## config.mk

```make
export PLATFORM = sky130hd
export DESIGN_NAME = qracc_bitserial_seq
export DESIGN_NICKNAME = d
export VERILOG_FILES = /design/src/rtl/qracc_pkg.sv /design/src/rtl/qracc_shift_acc.sv /design/src/rtl/qracc_bitserial_seq.sv
export SDC_FILE = /design/constraint.sdc
export NUM_CORES = 2
export LEC_CHECK = 0
export BUFFER_PORTS_ARGS = -buffer_cell sky130_fd_sc_hd__buf_2
export CORE_AREA = 5 5 716 718
export CTS_BUF_LIST = sky130_fd_sc_hd__clkbuf_2 sky130_fd_sc_hd__clkbuf_4 sky130_fd_sc_hd__clkbuf_8
export CTS_CLUSTER_DIAMETER = 60
export DETAILED_ROUTE_END_ITERATION = 10
export DIE_AREA = 0 0 721 723
export SLEW_MARGIN = 5
export SYNTH_ARGS = -nofsm -noshare
export SYNTH_HDL_FRONTEND = slang
export SYNTH_SLANG_ARGS = --single-unit
```

## constraint.sdc

```tcl
create_clock -name clk -period 3.2 [get_ports clk]
set_input_delay 0.48 -clock clk [delete_from_list [all_inputs] [get_ports clk]]
set_output_delay 0.48 -clock clk [all_outputs]
set_load 0.03 [all_outputs]
```

## src/rtl/qracc_pkg.sv

```systemverilog
// Shared types and helpers for the bit-serial QR accelerator sequencer.
package qracc_pkg;

    typedef enum logic [1:0] {
        ST_IDLE    = 2'd0,
        ST_SETTLE  = 2'd1,
        ST_COMPUTE = 2'd2,
        ST_DONE    = 2'd3
    } qracc_seq_state_t;

    // Counter width able to hold 0..v-1, never narrower than one bit.
    function automatic int cnt_w(input int v);
        return (v < 2) ? 1 : $clog2(v);
    endfunction

endpackage

```

## src/rtl/qracc_shift_acc.sv

```systemverilog
// Per-column shift-accumulate: acc = (acc << 1) + sext(adc) on each enabled cycle.
module qracc_shift_acc #(
    parameter int numCols    = 32,
    parameter int numAdcBits = 4,
    parameter int accBits    = 13
) (
    input  logic                          clk,
    input  logic                          rst,
    input  logic                          clr,
    input  logic                          en,
    input  logic [numCols*numAdcBits-1:0] adc_in,
    output logic [numCols*accBits-1:0]    acc_out
);

    for (genvar c = 0; c < numCols; c++) begin : g_col
        logic [numAdcBits-1:0] code;
        logic [accBits-1:0]    acc_q;

        assign code = adc_in[c*numAdcBits +: numAdcBits];

        always_ff @(posedge clk) begin
            if (rst || clr)
                acc_q <= '0;
            else if (en)
                acc_q <= {acc_q[accBits-2:0], 1'b0}
                       + {{(accBits-numAdcBits){code[numAdcBits-1]}}, code};
        end

        assign acc_out[c*accBits +: accBits] = acc_q;
    end

endmodule

```

## src/rtl/qracc_bitserial_seq.sv

```systemverilog
// Bit-serial input sequencer: drives one two's-complement bit-plane per step
// (MSB on the negative rail) and shift-accumulates the column ADC codes.
module qracc_bitserial_seq
    import qracc_pkg::*;
#(
    parameter int numRows      = 128,
    parameter int numCols      = 32,
    parameter int numAdcBits   = 4,
    parameter int maxInBits    = 8,
    parameter int accBits      = numAdcBits + maxInBits + 1,
    parameter int adcLatency   = 1,
    parameter int settleCycles = 0,
    parameter int numCfgBits   = $clog2(maxInBits + 1) + 1
) (
    input  logic                          clk,
    input  logic                          rst,
    input  logic [numCfgBits-1:0]         cfg_n_input_bits_i,
    input  logic                          x_valid_i,
    output logic                          x_ready_o,
    input  logic [numRows*maxInBits-1:0]  x_data_i,
    output logic                          mac_en_o,
    output logic [numRows-1:0]            data_p_o,
    output logic [numRows-1:0]            data_n_o,
    input  logic [numCols*numAdcBits-1:0] adc_out_i,
    output logic                          acc_valid_o,
    input  logic                          acc_ready_i,
    output logic [numCols*accBits-1:0]    acc_data_o,
    output logic                          busy_o
);

    if (accBits < numAdcBits + maxInBits) begin : g_bad_acc
        $error("qracc_bitserial_seq: accBits must be >= numAdcBits + maxInBits");
    end

    localparam int PW = cnt_w(maxInBits);
    localparam int LW = cnt_w(adcLatency);
    localparam int SW = cnt_w(settleCycles);

    localparam logic [LW-1:0]         LAT_LAST = LW'(adcLatency - 1);
    localparam logic [SW-1:0]         SET_LAST = SW'(settleCycles - 1);
    localparam logic [numCfgBits-1:0] CFG_MAX  = numCfgBits'(maxInBits);

    qracc_seq_state_t state;
    logic [numRows-1:0][maxInBits-1:0] x_q;
    logic [PW-1:0] msb_q, plane, msb_in;
    logic [LW-1:0] lat_cnt;
    logic [SW-1:0] set_cnt;
    logic          accept, acc_en;

    assign accept = (state == ST_IDLE) && x_valid_i;
    assign acc_en = (state == ST_COMPUTE) && (lat_cnt == LAT_LAST);

    // Precision is clamped to [2, maxInBits]; only n-1 (the MSB plane) is kept.
    always_comb begin
        msb_in = 1'b1;
        if (cfg_n_input_bits_i < 2)
            msb_in = 1'b1;
        else if (cfg_n_input_bits_i > CFG_MAX)
            msb_in = PW'(maxInBits - 1);
        else
            msb_in = PW'(cfg_n_input_bits_i - 1'b1);
    end

    always_ff @(posedge clk) begin
        if (rst) begin
            state   <= ST_IDLE;
            x_q     <= '0;
            msb_q   <= '0;
            plane   <= '0;
            lat_cnt <= '0;
            set_cnt <= '0;
        end else begin
            case (state)
                ST_IDLE: if (x_valid_i) begin
                    x_q     <= x_data_i;
                    msb_q   <= msb_in;
                    plane   <= msb_in;
                    lat_cnt <= '0;
                    set_cnt <= '0;
                    state   <= (settleCycles > 0) ? ST_SETTLE : ST_COMPUTE;
                end
                ST_SETTLE: begin
                    set_cnt <= set_cnt + 1'b1;
                    if (set_cnt == SET_LAST) state <= ST_COMPUTE;
                end
                ST_COMPUTE: begin
                    if (lat_cnt == LAT_LAST) begin
                        lat_cnt <= '0;
                        if (plane == '0) state <= ST_DONE;
                        else             plane <= plane - 1'b1;
                    end else begin
                        lat_cnt <= lat_cnt + 1'b1;
                    end
                end
                ST_DONE: if (acc_ready_i) state <= ST_IDLE;
                default: state <= ST_IDLE;
            endcase
        end
    end

    always_comb begin
        data_p_o = '0;
        data_n_o = '0;
        if (state == ST_COMPUTE) begin
            for (int r = 0; r < numRows; r++) begin
                if (plane == msb_q) data_n_o[r] = x_q[r][plane];
                else                data_p_o[r] = x_q[r][plane];
            end
        end
    end

    assign x_ready_o   = (state == ST_IDLE);
    assign mac_en_o    = (state == ST_SETTLE) || (state == ST_COMPUTE);
    assign acc_valid_o = (state == ST_DONE);
    assign busy_o      = (state != ST_IDLE);

    qracc_shift_acc #(
        .numCols    (numCols),
        .numAdcBits (numAdcBits),
        .accBits    (accBits)
    ) u_acc (
        .clk     (clk),
        .rst     (rst),
        .clr     (accept),
        .en      (acc_en),
        .adc_in  (adc_out_i),
        .acc_out (acc_data_o)
    );

endmodule
```

==> impl_results.rst <==
.. list-table::
   :header-rows: 1

   * - Metric
     - Value
   * - Pins over their slew limit
     - 0
   * - Share of layout cells above drive strength 1
     - 32.6%
   * - Transition at the pin with the smallest max-transition slack
     - 1.04 ns
   * - Slew headroom
     - 31.0%
   * - Mapped Area
     - 67,800 um2
   * - Die ar.
     - 521,000 um2
   * - Area of the multi-input gates
     - 38,300 um2
   * - Endpoints failing setup
     - 256
   * - Initial detailed-routing violation count
     - 6,200
   * - CTS Buf Count
     - 278
   * - Syn Nets
     - 7,838
   * - Hold path cells
     - 3
   * - Final Hold Viols
     - 0
   * - Required time at the endpoint of the critical path
     - 2.72 ns
   * - Global-route congestion overflow total
     - 0
   * - Placeable Area
     - 505,000 um2
   * - Initial core utilization
     - 13.4%
   * - Instance count on the critical path
     - 9
   * - Power per cell area
     - 801 nW/um2
   * - CP max stage cell
     - sky130_fd_sc_hd__mux4_2
   * - Fin Hold WS
     - 0.149 ns
   * - Clock Sinks
     - 1,449
   * - Crit path launch
     - plane[0]
   * - Sequential fraction of the synthesis area
     - 42.8%
   * - Number of synthesized flops with an enable pin
     - 0
   * - Overall Global Routing Usage
     - 13.0%
   * - Post-route non-filler standard cell count
     - 16,759
   * - Gp weighted congestion
     - 0.931
   * - Growth of design area from synthesis to finish
     - 64.0%
   * - Worst-case reg-to-reg path depth
     - 6
   * - Routed len/inst
     - 23.0 um
   * - Worst setup path category
     - reg2out
   * - #FFs+latches synth
     - 1,449
   * - Violated checks
     - negative setup slack
   * - Gate Count Post-Synth
     - 6,284
   * - Clock latency at the later pin of the worst-skew pair
     - 1.13 ns
   * - Drt via density
     - 4.18
   * - Die extent in y
     - 723 um
   * - Commonest register cell after synthesis
     - sky130_fd_sc_hd__dfxtp_1
   * - Final Worst Setup Slack
     - -0.548 ns
   * - Antenna violations before repair
     - 161
   * - FF-to-FF Start
     - state[1]
   * - Hold crit path type
     - in2reg
   * - Max Clock Freq
     - 267 MHz
   * - H-tree levels
     - 5
   * - Worst path bufs/invs
     - 6
   * - DIE WIDTH
     - 721 um
   * - CP cell instances
     - buf_12, clkbuf_16, buf_8, buf_8, mux4_2, mux2i_4, buf_6, nor2_4, buf_6
   * - Total placed cells including tap cells
     - 14,636
   * - Critical Path Source Type
     - flip-flop
   * - Worst Path Max Fanout
     - 6
   * - Largest incremental delay on the critical path
     - 0.65 ns
   * - Worst ir drop on vdd
     - 0.836 mV
   * - Area leader, netlist
     - sky130_fd_sc_hd__dfxtp_1
   * - Result of the run
     - finished with violations
   * - RSZ-0062 raised after global routing
     - true
   * - Count leader, synth
     - sky130_fd_sc_hd__dfxtp_1
   * - Count of standard-cell rows
     - 261
   * - Total number of yosys warnings
     - 0
   * - FF/Latch Area
     - 29,000 um2
   * - Vias in the first global route
     - 68,680
   * - Top-Level Pins
     - 1,837
   * - TritonCTS clock tree
     - done
   * - Leading post-synthesis cells by instance count
     - 1,449 x sky130_fd_sc_hd__dfxtp_1, 1,026 x sky130_fd_sc_hd__a22o_1, 618 x sky130_fd_sc_hd__nor2_1
   * - Cell types with the largest area share after synthesis
     - sky130_fd_sc_hd__dfxtp_1 43%, sky130_fd_sc_hd__a22o_1 13%, sky130_fd_sc_hd__mux4_2 8.5%
   * - Leakage power figure
     - 0.0471 uW
   * - Post-route clock skew
     - 0.152 ns
   * - Length of the first detailed-routing pass in iterations
     - 6
   * - Total Wirelength
     - 385 mm
   * - Crit path max-delay family
     - multiplexers
   * - Critical Path Sink
     - data_n_o[116]
   * - Via count of the routed design
     - 69,987
   * - Clk pin slew, worst setup/hold paths
     - 0.07 ns
   * - Number of max-cap violations
     - 0
   * - Endpoint of the most critical register-to-register path
     - x_q[52]
   * - Count of input and output buffers
     - 1,836
   * - Clock period minus final worst setup slack
     - 3.75 ns
   * - Internal reg-to-reg setup slack
     - 0.56 ns
   * - Count of cell types in the netlist
     - 63
   * - Largest net degree at the start of global routing
     - 123
   * - Mean cell area of the mapped netlist
     - 10.8 um2
   * - Share of the clock period used by the worst path after layout
     - 117%
   * - Antenna Nets Post-Route
     - 0
   * - Total number of nets in the final design
     - 11,241
   * - Clock root buffer
     - sky130_fd_sc_hd__clkbuf_8
   * - Sum of net half-perimeters after detailed placement
     - 269 mm
   * - Post-Place Worst Slack
     - 0.0291 ns
   * - Share of synthesized registers carrying an async set or reset
     - 0%
   * - Arrival time reported for the critical path endpoint
     - 3.27 ns
   * - Global-route wire length before repair
     - 497 mm
   * - Critical path endpoint category
     - output port
   * - Fill cells
     - 53,358
   * - Share of the synthesized area in the top cell type
     - 42.8%
   * - Dpl cell area
     - 85,800 um2
   * - Count of unresolved DRC violations after routing
     - 0
   * - Number of buffers on the longest clock path
     - 4
   * - Final Cell Area
     - 111,000 um2
registers in the layout, summed over array words and instances, names as in the netlist:
| signal | count |
|---|---|
| x_q | 1024 |
| u_acc.g_col.acc_q | 416 |
| msb_q | 3 |
| plane | 3 |
| state | 2 |
| set_cnt | 1 |
cells in the final DEF, fill, tap and decap left out, drive strengths merged, types with 73 or more instances in the layout:
cell            n
buf          2141
a22o         1026
a21oi         319
dlygate4sd3  1385
ha            361
diode         175
inv           149
a21o          124
dfxtp        1449
clkbuf        438
o21ai         296
xor2          108
mux2i         342
a211oi         73
xnor2         232
mux4          256
nand2         176
nor2          619
per-stage QoR:
stage	total power (uW)	utilization (%)	setup TNS [ns]
finish	89100	22.0	-95.15
global route	93500	22.0	-160.19
CTS	84700	21.2	-163.20
detailed placement	61100	17.0	0
global placement	60700	17.0	0
floorplan	47300	-	0
cells by family (layout without fill, tap and decap cells):
group                      after synthesis  count (layout)  synth area share, %
AOI/OAI and AO/OA                     2009            2009                 22.3
and+or+nand+nor                        931             931                 5.58
muxes                                  598             598                 13.6
other                                    0             175                    0
adders and majority gates              393             393                 7.61
DFF                                   1449            1449                 42.8
xor gates and xnor gates               340             340                 4.39
buffers and inverters                  564            4158                 3.76
final cells by class:
| cell class | instances | area share, % |
|---|---|---|
| sequential | 1449 | 26.1 |
| clock buffer | 410 | 4.60 |
| clock inverter | 61 | 0.651 |
| antenna | 175 | 0.394 |
| tap | 6706 | 7.54 |
| multi-input combinational | 4271 | 34.4 |
| timing repair buffer | 3555 | 25.8 |
| inverter | 132 | 0.459 |
repair_timing:
item / 4_1_cts / 5_1_grt
endpoints found under the hold margin: 1256 / 0
gates resized for setup: 205 / 942
pin swaps: 4 / 49
buffers inserted: 20 / 39
cloned: 11 / 27
hold buffers: 1385 / 0
endpoints found under the setup margin: 257 / 257
worst min path at each step:
stage                     slack [ns]                         to                 startpoint
after floorplan                 0.43                   msb_q[1]                   msb_q[1]
after global placement          0.43  u_acc.g_col[21].acc_q[12]  u_acc.g_col[21].acc_q[12]
after detailed placement        0.44   u_acc.g_col[1].acc_q[12]   u_acc.g_col[1].acc_q[12]
after CTS                  0.0000006                   x_q[267]              x_data_i[267]
after global routing            0.06                   x_q[708]              x_data_i[708]
final                           0.15                   x_q[708]              x_data_i[708]
routing by layer:
metal | share of wire [%] | wire [um] | up-vias | GRT usage [%]
met4 | 7.6 | 29200 | 42 | 7.68
met3 | 9.7 | 37200 | 1484 | 3.92
met2 | 46 | 179000 | 4249 | 21.6
li1 | - | - | 30739 | -
met1 | 36 | 139000 | 33473 | 14.7
met5 | 0.071 | 273 | - | 0
worst min-delay path: stages:
cell and delay, ns:
sky130_fd_sc_hd__dlygate4sd3_1 0.53, sky130_fd_sc_hd__buf_2 0.12, sky130_fd_sc_hd__a22o_1 0.11
where the power goes:
group	internal, uW	total (uW)	switching [uW]
Clock	10800	20100	9290
Combinational	17800	43700	25900
Sequential	22000	25300	3280
Power figures use the tool's default switching activity.
